===== config.mk =====
export PLATFORM = sky130hd
export DESIGN_NAME = sprite_pixel_compositor_flat
export DESIGN_NICKNAME = d
export VERILOG_FILES = /design/src/rtl/sprite_pixel_compositor_if.sv /design/src/rtl/sprite_pixel_compositor.sv /design/src/flat_wrapper.sv
export SDC_FILE = /design/constraint.sdc
export NUM_CORES = 1
export LEC_CHECK = 0
export CORE_ASPECT_RATIO = 0.9
export CORE_UTILIZATION = 55
export CTS_BUF_LIST = sky130_fd_sc_hd__clkbuf_16
export DETAILED_ROUTE_END_ITERATION = 8
export MAX_ROUTING_LAYER = met4
export PLACE_DENSITY_LB_ADDON = 0.1
export SLEW_MARGIN = 10
export SYNTH_ARGS = -nofsm -noshare
export SYNTH_HDL_FRONTEND = slang
export SYNTH_SLANG_ARGS = --single-unit

===== constraint.sdc =====
create_clock -name Clk -period 11.95 [get_ports Clk]
set_clock_uncertainty 0.15 [all_clocks]
set_input_delay 1.7925 -clock Clk [delete_from_list [all_inputs] [get_ports Clk]]
set_output_delay 1.7925 -clock Clk [all_outputs]
set_load 0.005 [all_outputs]

===== src/rtl/sprite_pixel_compositor_if.sv =====
// Sprite ROM port bundle: read addresses and Pac-Man image select out,
// 24-bit pixel data back one cycle later.
interface sprite_pixel_compositor_if;
    logic [9:0]  pac_man_cut_read_address;
    logic [9:0]  pac_man_full_read_address_special;
    logic [9:0]  red_evil_read_address;
    logic [9:0]  blue_evil_read_address;
    logic [9:0]  green_evil_read_address;
    logic [2:0]  direction;
    logic [23:0] pac_man_cut_data_out;
    logic [23:0] red_evil_data_out;
    logic [23:0] blue_evil_data_out;
    logic [23:0] green_evil_data_out;

    modport master (
        output pac_man_cut_read_address, pac_man_full_read_address_special,
               red_evil_read_address, blue_evil_read_address,
               green_evil_read_address, direction,
        input  pac_man_cut_data_out, red_evil_data_out,
               blue_evil_data_out, green_evil_data_out
    );

    modport slave (
        input  pac_man_cut_read_address, pac_man_full_read_address_special,
               red_evil_read_address, blue_evil_read_address,
               green_evil_read_address, direction,
        output pac_man_cut_data_out, red_evil_data_out,
               blue_evil_data_out, green_evil_data_out
    );
endinterface


===== src/rtl/sprite_pixel_compositor.sv =====
// Sprite ROM addressing, Pac-Man animation select and two-stage colour-key
// compositor over the maze background. Sprite index: 0 pac, 1 red, 2 blue, 3 green.
module sprite_pixel_compositor #(
    parameter int          SPRITE_W    = 26,
    parameter int          SPRITE_H    = 26,
    parameter int          ANIM_FRAMES = 8,
    parameter logic [23:0] KEY_COLOR   = 24'h000000
) (
    input  logic        Clk,
    input  logic        Reset,
    input  logic        frame_start,
    input  logic [9:0]  DrawX,
    input  logic [9:0]  DrawY,
    input  logic        pix_valid,
    input  logic [23:0] background_rgb,
    input  logic [9:0]  pac_x,
    input  logic [9:0]  pac_y,
    input  logic [9:0]  red_x,
    input  logic [9:0]  red_y,
    input  logic [9:0]  blue_x,
    input  logic [9:0]  blue_y,
    input  logic [9:0]  green_x,
    input  logic [9:0]  green_y,
    input  logic [1:0]  pac_dir,
    input  logic        pac_moving,
    input  logic [3:0]  sprite_en,
    sprite_pixel_compositor_if.master rom,
    output logic [23:0] rgb,
    output logic        rgb_valid
);
    localparam int             AW        = (ANIM_FRAMES > 1) ? $clog2(ANIM_FRAMES) : 1;
    localparam logic [AW-1:0]  ANIM_LAST = AW'(ANIM_FRAMES - 1);
    localparam logic [9:0]     W10       = 10'(SPRITE_W);
    localparam logic [9:0]     W_LAST    = 10'(SPRITE_W - 1);
    localparam logic [9:0]     H_LAST    = 10'(SPRITE_H - 1);
    localparam logic [10:0]    W11       = 11'(SPRITE_W);
    localparam logic [10:0]    H11       = 11'(SPRITE_H);

    logic [9:0]    lat_x [4];
    logic [9:0]    lat_y [4];
    logic [1:0]    lat_dir;
    logic [3:0]    lat_en;
    logic [AW-1:0] anim_cnt;
    logic          mouth_open;

    // NOTE: registers use non-blocking assignments so every flop samples pre-edge values.
    always_ff @(posedge Clk or posedge Reset) begin
        if (Reset) begin
            for (int i = 0; i < 4; i++) begin
                lat_x[i] <= '0;
                lat_y[i] <= '0;
            end
            lat_dir <= '0;
            lat_en  <= '0;
        end else if (frame_start) begin
            lat_x[0] <= pac_x;   lat_y[0] <= pac_y;
            lat_x[1] <= red_x;   lat_y[1] <= red_y;
            lat_x[2] <= blue_x;  lat_y[2] <= blue_y;
            lat_x[3] <= green_x; lat_y[3] <= green_y;
            lat_dir  <= pac_dir;
            lat_en   <= sprite_en;
        end
    end

    always_ff @(posedge Clk or posedge Reset) begin
        if (Reset) begin
            anim_cnt   <= '0;
            mouth_open <= 1'b1;
        end else if (frame_start) begin
            if (!pac_moving) begin
                anim_cnt   <= '0;
                mouth_open <= 1'b1;
            end else if (anim_cnt == ANIM_LAST) begin
                anim_cnt   <= '0;
                mouth_open <= ~mouth_open;
            end else begin
                anim_cnt <= anim_cnt + AW'(1);
            end
        end
    end

    logic [3:0] hit;
    logic [9:0] col [4];
    logic [9:0] row [4];
    logic [9:0] addr [4];
    logic [9:0] special_addr;

    // NOTE: every comb output gets a value on entry, so no path can infer a latch.
    always_comb begin
        for (int i = 0; i < 4; i++) begin
            col[i]  = DrawX - lat_x[i];
            row[i]  = DrawY - lat_y[i];
            hit[i]  = lat_en[i]
                   && ({1'b0, DrawX} >= {1'b0, lat_x[i]}) && ({1'b0, DrawX} < {1'b0, lat_x[i]} + W11)
                   && ({1'b0, DrawY} >= {1'b0, lat_y[i]}) && ({1'b0, DrawY} < {1'b0, lat_y[i]} + H11);
            addr[i] = hit[i] ? row[i] * W10 + col[i] : '0;
        end
        special_addr = addr[0];
        if (hit[0]) begin
            case (lat_dir)
                2'd2:    special_addr = row[0] * W10 + (W_LAST - col[0]);
                2'd3:    special_addr = (H_LAST - row[0]) * W10 + col[0];
                default: special_addr = addr[0];
            endcase
        end
    end

    assign rom.pac_man_cut_read_address          = addr[0];
    assign rom.pac_man_full_read_address_special = special_addr;
    assign rom.red_evil_read_address             = addr[1];
    assign rom.blue_evil_read_address            = addr[2];
    assign rom.green_evil_read_address           = addr[3];
    assign rom.direction = mouth_open ? {1'b0, lat_dir} : 3'b100;

    logic [3:0]  s1_hit;
    logic [23:0] s1_bg;
    logic        s1_valid;

    always_ff @(posedge Clk or posedge Reset) begin
        if (Reset) begin
            s1_hit   <= '0;
            s1_bg    <= '0;
            s1_valid <= 1'b0;
        end else begin
            s1_hit   <= hit;
            s1_bg    <= background_rgb;
            s1_valid <= pix_valid;
        end
    end

    // Layers are applied lowest priority first; the last opaque one wins.
    logic [23:0] pix_next;
    always_comb begin
        pix_next = s1_bg;
        if (s1_hit[0] && rom.pac_man_cut_data_out != KEY_COLOR) pix_next = rom.pac_man_cut_data_out;
        if (s1_hit[3] && rom.green_evil_data_out  != KEY_COLOR) pix_next = rom.green_evil_data_out;
        if (s1_hit[2] && rom.blue_evil_data_out   != KEY_COLOR) pix_next = rom.blue_evil_data_out;
        if (s1_hit[1] && rom.red_evil_data_out    != KEY_COLOR) pix_next = rom.red_evil_data_out;
        if (!s1_valid) pix_next = '0;
    end

    always_ff @(posedge Clk or posedge Reset) begin
        if (Reset) begin
            rgb       <= '0;
            rgb_valid <= 1'b0;
        end else begin
            rgb       <= pix_next;
            rgb_valid <= s1_valid;
        end
    end
endmodule


===== src/flat_wrapper.sv =====
// flat-port wrapper written by rule: the top's interface ports become plain ports
module sprite_pixel_compositor_flat 
#(
    parameter int          SPRITE_W    = 26,
    parameter int          SPRITE_H    = 26,
    parameter int          ANIM_FRAMES = 8,
    parameter logic [23:0] KEY_COLOR   = 24'h000000
)
  (Clk, Reset, frame_start, DrawX, DrawY, pix_valid, background_rgb, pac_x, pac_y, red_x, red_y, blue_x, blue_y, green_x, green_y, pac_dir, pac_moving, sprite_en, rgb, rgb_valid, rom_pac_man_cut_read_address, rom_pac_man_full_read_address_special, rom_red_evil_read_address, rom_blue_evil_read_address, rom_green_evil_read_address, rom_direction, rom_pac_man_cut_data_out, rom_red_evil_data_out, rom_blue_evil_data_out, rom_green_evil_data_out);
  sprite_pixel_compositor_if rom_i ();
  input  logic Clk;
  input  logic Reset;
  input  logic frame_start;
  input  logic [9:0] DrawX;
  input  logic [9:0] DrawY;
  input  logic pix_valid;
  input  logic [23:0] background_rgb;
  input  logic [9:0] pac_x;
  input  logic [9:0] pac_y;
  input  logic [9:0] red_x;
  input  logic [9:0] red_y;
  input  logic [9:0] blue_x;
  input  logic [9:0] blue_y;
  input  logic [9:0] green_x;
  input  logic [9:0] green_y;
  input  logic [1:0] pac_dir;
  input  logic pac_moving;
  input  logic [3:0] sprite_en;
  output logic [23:0] rgb;
  output logic rgb_valid;
  output wire logic [$bits(rom_i.pac_man_cut_read_address)-1:0] rom_pac_man_cut_read_address;
  output wire logic [$bits(rom_i.pac_man_full_read_address_special)-1:0] rom_pac_man_full_read_address_special;
  output wire logic [$bits(rom_i.red_evil_read_address)-1:0] rom_red_evil_read_address;
  output wire logic [$bits(rom_i.blue_evil_read_address)-1:0] rom_blue_evil_read_address;
  output wire logic [$bits(rom_i.green_evil_read_address)-1:0] rom_green_evil_read_address;
  output wire logic [$bits(rom_i.direction)-1:0] rom_direction;
  input wire logic [$bits(rom_i.pac_man_cut_data_out)-1:0] rom_pac_man_cut_data_out;
  input wire logic [$bits(rom_i.red_evil_data_out)-1:0] rom_red_evil_data_out;
  input wire logic [$bits(rom_i.blue_evil_data_out)-1:0] rom_blue_evil_data_out;
  input wire logic [$bits(rom_i.green_evil_data_out)-1:0] rom_green_evil_data_out;
  assign rom_pac_man_cut_read_address = rom_i.pac_man_cut_read_address;
  assign rom_pac_man_full_read_address_special = rom_i.pac_man_full_read_address_special;
  assign rom_red_evil_read_address = rom_i.red_evil_read_address;
  assign rom_blue_evil_read_address = rom_i.blue_evil_read_address;
  assign rom_green_evil_read_address = rom_i.green_evil_read_address;
  assign rom_direction = rom_i.direction;
  assign rom_i.pac_man_cut_data_out = rom_pac_man_cut_data_out;
  assign rom_i.red_evil_data_out = rom_red_evil_data_out;
  assign rom_i.blue_evil_data_out = rom_blue_evil_data_out;
  assign rom_i.green_evil_data_out = rom_green_evil_data_out;
  sprite_pixel_compositor #(.SPRITE_W(SPRITE_W), .SPRITE_H(SPRITE_H), .ANIM_FRAMES(ANIM_FRAMES), .KEY_COLOR(KEY_COLOR)) u_core (.Clk(Clk), .Reset(Reset), .frame_start(frame_start), .DrawX(DrawX), .DrawY(DrawY), .pix_valid(pix_valid), .background_rgb(background_rgb), .pac_x(pac_x), .pac_y(pac_y), .red_x(red_x), .red_y(red_y), .blue_x(blue_x), .blue_y(blue_y), .green_x(green_x), .green_y(green_y), .pac_dir(pac_dir), .pac_moving(pac_moving), .sprite_en(sprite_en), .rom(rom_i), .rgb(rgb), .rgb_valid(rgb_valid));
endmodule

* Word level (Yosys, flattened, before mapping) *
Cells that the tools add are included.

word-level totals
  register bits after elaboration = 144
  bits in latches = 0
  RAM bits = 0
  memory bits (read-only) = 0
  input port bits = 231
  output and inout port bits = 78
  logic and storage cells = 109
  memories kept = 0

operators by class
  add/sub/neg operators = 25
  multiply operators = 5
  divide/modulo/power cells = 0
  $lt $le $gt $ge = 16
  eq/ne operators = 4
  shift operators = 0
  multiplexer cells = 16
  bitwise gates (word level) = 1
  reduce and logical (&&, ||, !) cells = 25

operators with widths
  cell                                                    number
  2-to-1 mux 24 bit                                       5
  nonzero test 24 bit                                     4
  adder 10 x 5 -> 11 bit (second input constant)          8
  < comparator 10 x 11 -> 1 bit                           8
  greater-or-equal comparator 10 bit                      8
  subtractor 10 bit                                       8
  adder 10 bit                                            6
  multiplier 10 x 4 -> 9 bit (second input constant)      5
  2-to-1 mux 10 bit                                       5
  logical AND 1 bit                                       20
  case mux 10 bit (2 select lines)                        1
  subtractor 5 x 10 -> 10 bit (first input constant)      2
  2-to-1 mux 3 bit                                        3
  == test 2 bit (second input constant)                   2
  adder 3 x 1 -> 3 bit (second input constant)            1
  == test 3 bit (second input constant)                   1
  2-to-1 mux 1 bit                                        2
  inequality test 2 x 1 -> 1 bit (second input constant)  1
  AND reduction 2 bit                                     1
  inverter 1 bit                                          1

* Depth between registers and ports, before layout *
Gate-level depths: netlist of run 1.

  word-level depth = 8
  mapped depth = 25

* Worst setup path before layout of run 1 *
No wires, ideal clock.

  kind = in2out
  from = input DrawY[0]
  to = output rom_pac_man_full_read_address_special[9]
  data arrival time = 6750 ps
  required time = 10008 ps
  slack = 3257 ps
  cell stages on the path = 21
  path buffers = 0
  cell sequence = inv_1 > ha_1 > inv_1 > fa_1 > a21oi_1 > o21ai_0 > xor2_1 > ha_1 > a21boi_0 > xnor2_2 > inv_2 > ha_1 > fa_1 > ha_1 > xnor2_1 > ha_1 > o41ai_1 > xnor3_1 > a211o_1 > nand3_1 > mux2i_1

on the way
  longest elaborated chain between the ends = 6
  elaborated cells between the ends (all ways) = 14
  classes of those cells = add/sub: 5; mul: 2; order compare: 2; mux: 3; reduce/logical: 2

ends and longest elaborated chain
  what                                                                            line                                                           text
  from (decl)                                                                     flat_wrapper.sv:15                                             input logic [9:0] DrawY;
  subtractor 10 bit / greater-or-equal comparator 10 bit (equally long branches)  sprite_pixel_compositor.sv:92, sprite_pixel_compositor.sv:95
  subtractor 5 x 10 -> 10 bit (tied with other cells)                             sprite_pixel_compositor.sv:102                                 2'd3: special_addr = (H_LAST - row[0]) * W10 + col[0];
  multiplier 10 x 4 -> 9 bit (tied with other cells)                              sprite_pixel_compositor.sv:102
  adder 10 bit / 2-to-1 mux 10 bit (equally long branches)                        sprite_pixel_compositor.sv:102, sprite_pixel_compositor.sv:96
  case mux 10 bit (2 select lines)                                                sprite_pixel_compositor.sv:100                                 case (lat_dir)
  2-to-1 mux 10 bit *                                                             sprite_pixel_compositor.sv:99                                  if (hit[0]) begin
  to (decl)                                                                       flat_wrapper.sv:32                                             output wire logic [$bits(rom_i.pac_man_full_read_address_special)-1:0] rom_pac_man_full_read_address_special;

Mark *: on every way between the ends. The rest lies on a longest branch, timed or not.

* Worst setup path in the final report of run 1 *
  from = input DrawY[1]
  to = output rom_pac_man_full_read_address_special[9]

The elaborated chain is that of the path after synthesis.

==> flow_metrics.py, run 1 <==
metrics = {
    "outcome": {
        "status": "finished clean",
    },
    "detailed_routing": {
        "num_vias": 14500,
        "drt_wl_total_mm": 48.0,
        "routed_via_density": 5.63,
        "ant_nets": 0,
        "drc_errors": 0,
        "dr.first_iter.drc_count": 750,
        "dr.pass1.iters": 5,
        "wl_per_cell_um": 18.6,
    },
    "power": {
        "p_per_area_nw_per_um2": 261,
        "p_comb_frac": 0.791,
        "clkPwrFrac": 0.104,
        "p_int_mw": 2.90,
        "p_leak_nw": 9.46,
        "p_seq_frac": 0.105,
        "peakVddDrop_mv": 0.228,
        "netSwitchingPower_mw": 2.44,
        "switching_share": 0.457,
    },
    "synth": {
        "synth_common_cells": "ha_1 (281), inv_1 (216), nand2_1 (145), o21ai_0 (145), dfrtp_1 (143)",
        "yosysMostFrequentCell": "ha_1",
        "synth_area_leaders": "dfrtp_1 (22%), ha_1 (22%), fa_1 (7.4%), xnor2_1 (6.4%), inv_1 (5.0%)",
        "yosys_warnings": 0,
        "seq_area_frac_synth": 0.221,
        "syn_inst": 1873,
        "synth_fp_nets": 2445,
        "synth_top_area_cell": "dfrtp_1",
        "syn_avg_cell_area_um2": 8.72,
        "synth_edf_count": 0,
        "synth-async-reset-ratio": 1.00,
        "synth_top_area_share": 0.219,
        "synth_area_um2": 16300,
        "synthFlopType": "dfrtp_1",
        "ys_types": 65,
        "ys_ff_latch": 144,
    },
    "global_routing": {
        "grt_remaining_overflow": 0,
        "grt_pass1_wl_mm": 74.0,
        "grt.total_usage": 0.327,
        "grt_pass1_vias": 14100,
        "grt_max_degree": 97,
        "antenna_found_initial": 1,
    },
    "setup_path": {
        "critPathLaunchType": "input port",
        "ff2ff_path_depth": 13,
        "rrSetupSlack_ns": 8.15,
        "crit_arrival_ns": 8.45,
        "cp.required_ns": 10.01,
        "cp-end-kind": "output port",
        "crit_type": "input port to output port",
        "cp_max_fo": 12,
    },
    "place": {
        "gp_congestion": 0.950,
        "dp_cells": 2542,
        "port-buffer-count": 308,
        "post-dp-hpwl_mm": 38.7,
    },
    "cells_and_area": {
        "drive_gt1_frac": 0.0344,
        "multi_input_area_um2": 11700,
        "num-fill-cells": 2386,
        "seq_area_um2": 3600,
        "final_nets": 2737,
        "area_delta_synth_final_pct": 25.1,
        "final_cells": 2575,
    },
    "timing": {
        "setup-tns-final_ns": 0,
        "relSlewSlack": 0.272,
        "worstMarginPinSlew_ns": 1.09,
        "hold_viol": 0,
        "drv_slew": 0,
        "final-setup-viol-count": 0,
        "min_period_over_period": 0.870,
        "rsz0062_at_grt": "no",
        "fmax_ghz": 0.0962,
        "period_minus_slack_ns": 10.39,
    },
    "floorplanning": {
        "core_um2": 29100,
        "die_h_um": 165,
        "io_pins": 309,
        "die-width_um": 184,
        "design.die.area_um2": 30400,
        "fp-row-count": 59,
        "initial_core_util": 0.561,
    },
    "hold_path": {
        "hp-class": "flip-flop to flip-flop",
        "min_path_cells": 1,
    },
    "clock_network": {
        "numCtsBuffers": 17,
        "clk_latency_ns": 0.45,
        "cts_tree": "built",
        "cts.clk_slew.worst_paths_ns": 0.06,
        "htreeDepth": 4,
        "clockBufferDepth": 2,
        "clock_sinks": 144,
        "cts_setup_buffers": 0,
        "cts_hold_buf": 0,
        "post_cts_resized": 0,
        "cts_root_buf": "clkbuf_16",
    },
    "job": {
        "maxCapViolCount": 0,
    },
}
-- metrics by stage --
step	hold slack [ns]	worst slack (ns)	power (mW)	util	area, µm²
global placement	0.345	1.67	4.65	0.682	19800
global route	0.385	1.10	5.85	0.702	20400
detailed placement	0.353	1.56	4.75	0.682	19800
floorplan	0.269	3.26	3.87	-	16300
finish	0.368	1.56	5.34	0.702	20400
CTS	0.368	1.55	5.35	0.702	20400
-- worst max-delay path: stages --
cell and delay, ns:
clkdlybuf4s50_1 0.83, fa_1 0.67, a21oi_1 0.19, o21ai_0 0.18, xor2_1 0.49, ha_1 0.23, a21boi_0 0.37, xnor2_2 0.20
inv_2 0.07, ha_1 0.30, fa_1 0.49, ha_1 0.33, xnor2_1 0.14, ha_1 0.21, o41ai_1 0.44, xnor3_1 0.42
a211o_1 0.25, nand3_1 0.11, mux2i_1 0.21, clkdlybuf4s50_1 0.53
-- worst paths after layout --
kind	start	to
setup reg to reg	u_core.lat_y[31]	u_core.s1_hit[0]
min in group asynchronous	Reset	u_core.s1_bg[15]
hold reg to reg	u_core.lat_x[0]	u_core.lat_x[0]
hold / removal	u_core.lat_x[0]	u_core.lat_x[0]
max in group asynchronous	Reset	u_core.rgb[19]
setup / recovery	DrawY[1]	rom_pac_man_full_read_address_special[9]
-- layout make-up --
type	count	share of cell area
inverter	217	0.0401
tap	396	0.0243
timing repair buffer	321	0.156
multi-input combinational	1464	0.575
clock buffer	17	0.0208
clock inverter	15	0.00821
antenna	1	0.000122
sequential	144	0.176
-- state kept, by name, summed over array words and instances (netlist names), 2 cells and up --
register / count
u_core.lat_en: 4
u_core.s1_hit: 4
u_core.anim_cnt: 3
u_core.s1_bg: 24
u_core.lat_y: 40
u_core.lat_dir: 2
u_core.lat_x: 40
u_core.rgb: 24
-- metal layers --
layer  global-route usage  wire [µm]  vias to the layer above
li1                     -          -                     7080
met1                0.409      20900                     6886
met2                0.543      22800                      456
met3               0.0428       2770                       80
met4                0.123       1560                        0
met5                    -          0                        -
-- cells in the final DEF (no fill, tap or decap), types with 12 or more instances in the layout --
cell | Yosys | routed
a21o_1 | 53 | 53
clkdlybuf4s50_1 | 0 | 307
nor4_1 | 29 | 29
dfrtp_1 | 143 | 143
xor2_1 | 38 | 38
fa_1 | 60 | 60
a21oi_1 | 119 | 119
o21a_1 | 20 | 19
o21bai_1 | 32 | 32
a211oi_1 | 41 | 41
nor2b_1 | 12 | 12
o21ai_0 | 145 | 144
mux2_2 | 13 | 13
nor3_1 | 25 | 25
xnor2_1 | 119 | 119
ha_1 | 281 | 281
mux2i_1 | 29 | 29
clkbuf_16 | 0 | 17
nand4_1 | 20 | 20
inv_1 | 216 | 215
nand2_1 | 145 | 145
nor2_1 | 117 | 117
and2_1 | 48 | 48
buf_4 | 2 | 14
nand3_1 | 20 | 20
-- power groups by stage --
stage | combinational [mW] | clock [mW] | sequential, mW
after floorplan | 3.31 | 0 | 0.562
after detailed placement | 4.18 | 0 | 0.570
final | 4.22 | 0.557 | 0.562
after global routing | 4.70 | 0.584 | 0.566
after global placement | 4.08 | 0 | 0.569
after CTS | 4.22 | 0.565 | 0.561
-- kinds of logic (layout without fill, tap and decap cells) --
| logic type | count (synthesis) | in the layout | synth area share |
|---|---|---|---|
| other cells | 0 | 1 | 0 |
| xor+xnor | 165 | 165 | 0.0945 |
| compound gates | 468 | 468 | 0.178 |
| buf+inv | 265 | 570 | 0.0617 |
| simple gates | 448 | 448 | 0.130 |
| mux | 42 | 42 | 0.0267 |
| fa+ha+maj | 341 | 341 | 0.289 |
| flops | 144 | 144 | 0.221 |
Note: power is estimated with default switching activity, not from simulation.
==> run 2: changes to the inputs <==
--- a/config.mk
+++ b/config.mk
@@ -11,7 +11,7 @@
 export DETAILED_ROUTE_END_ITERATION = 8
 export MAX_ROUTING_LAYER = met4
 export PLACE_DENSITY_LB_ADDON = 0.1
-export SLEW_MARGIN = 10
+export SLEW_MARGIN = 15
 export SYNTH_ARGS = -nofsm -noshare
 export SYNTH_HDL_FRONTEND = slang
 export SYNTH_SLANG_ARGS = --single-unit
==> results of run 2 <==
Final layout, timing and power as in run 1 (identical DEF).
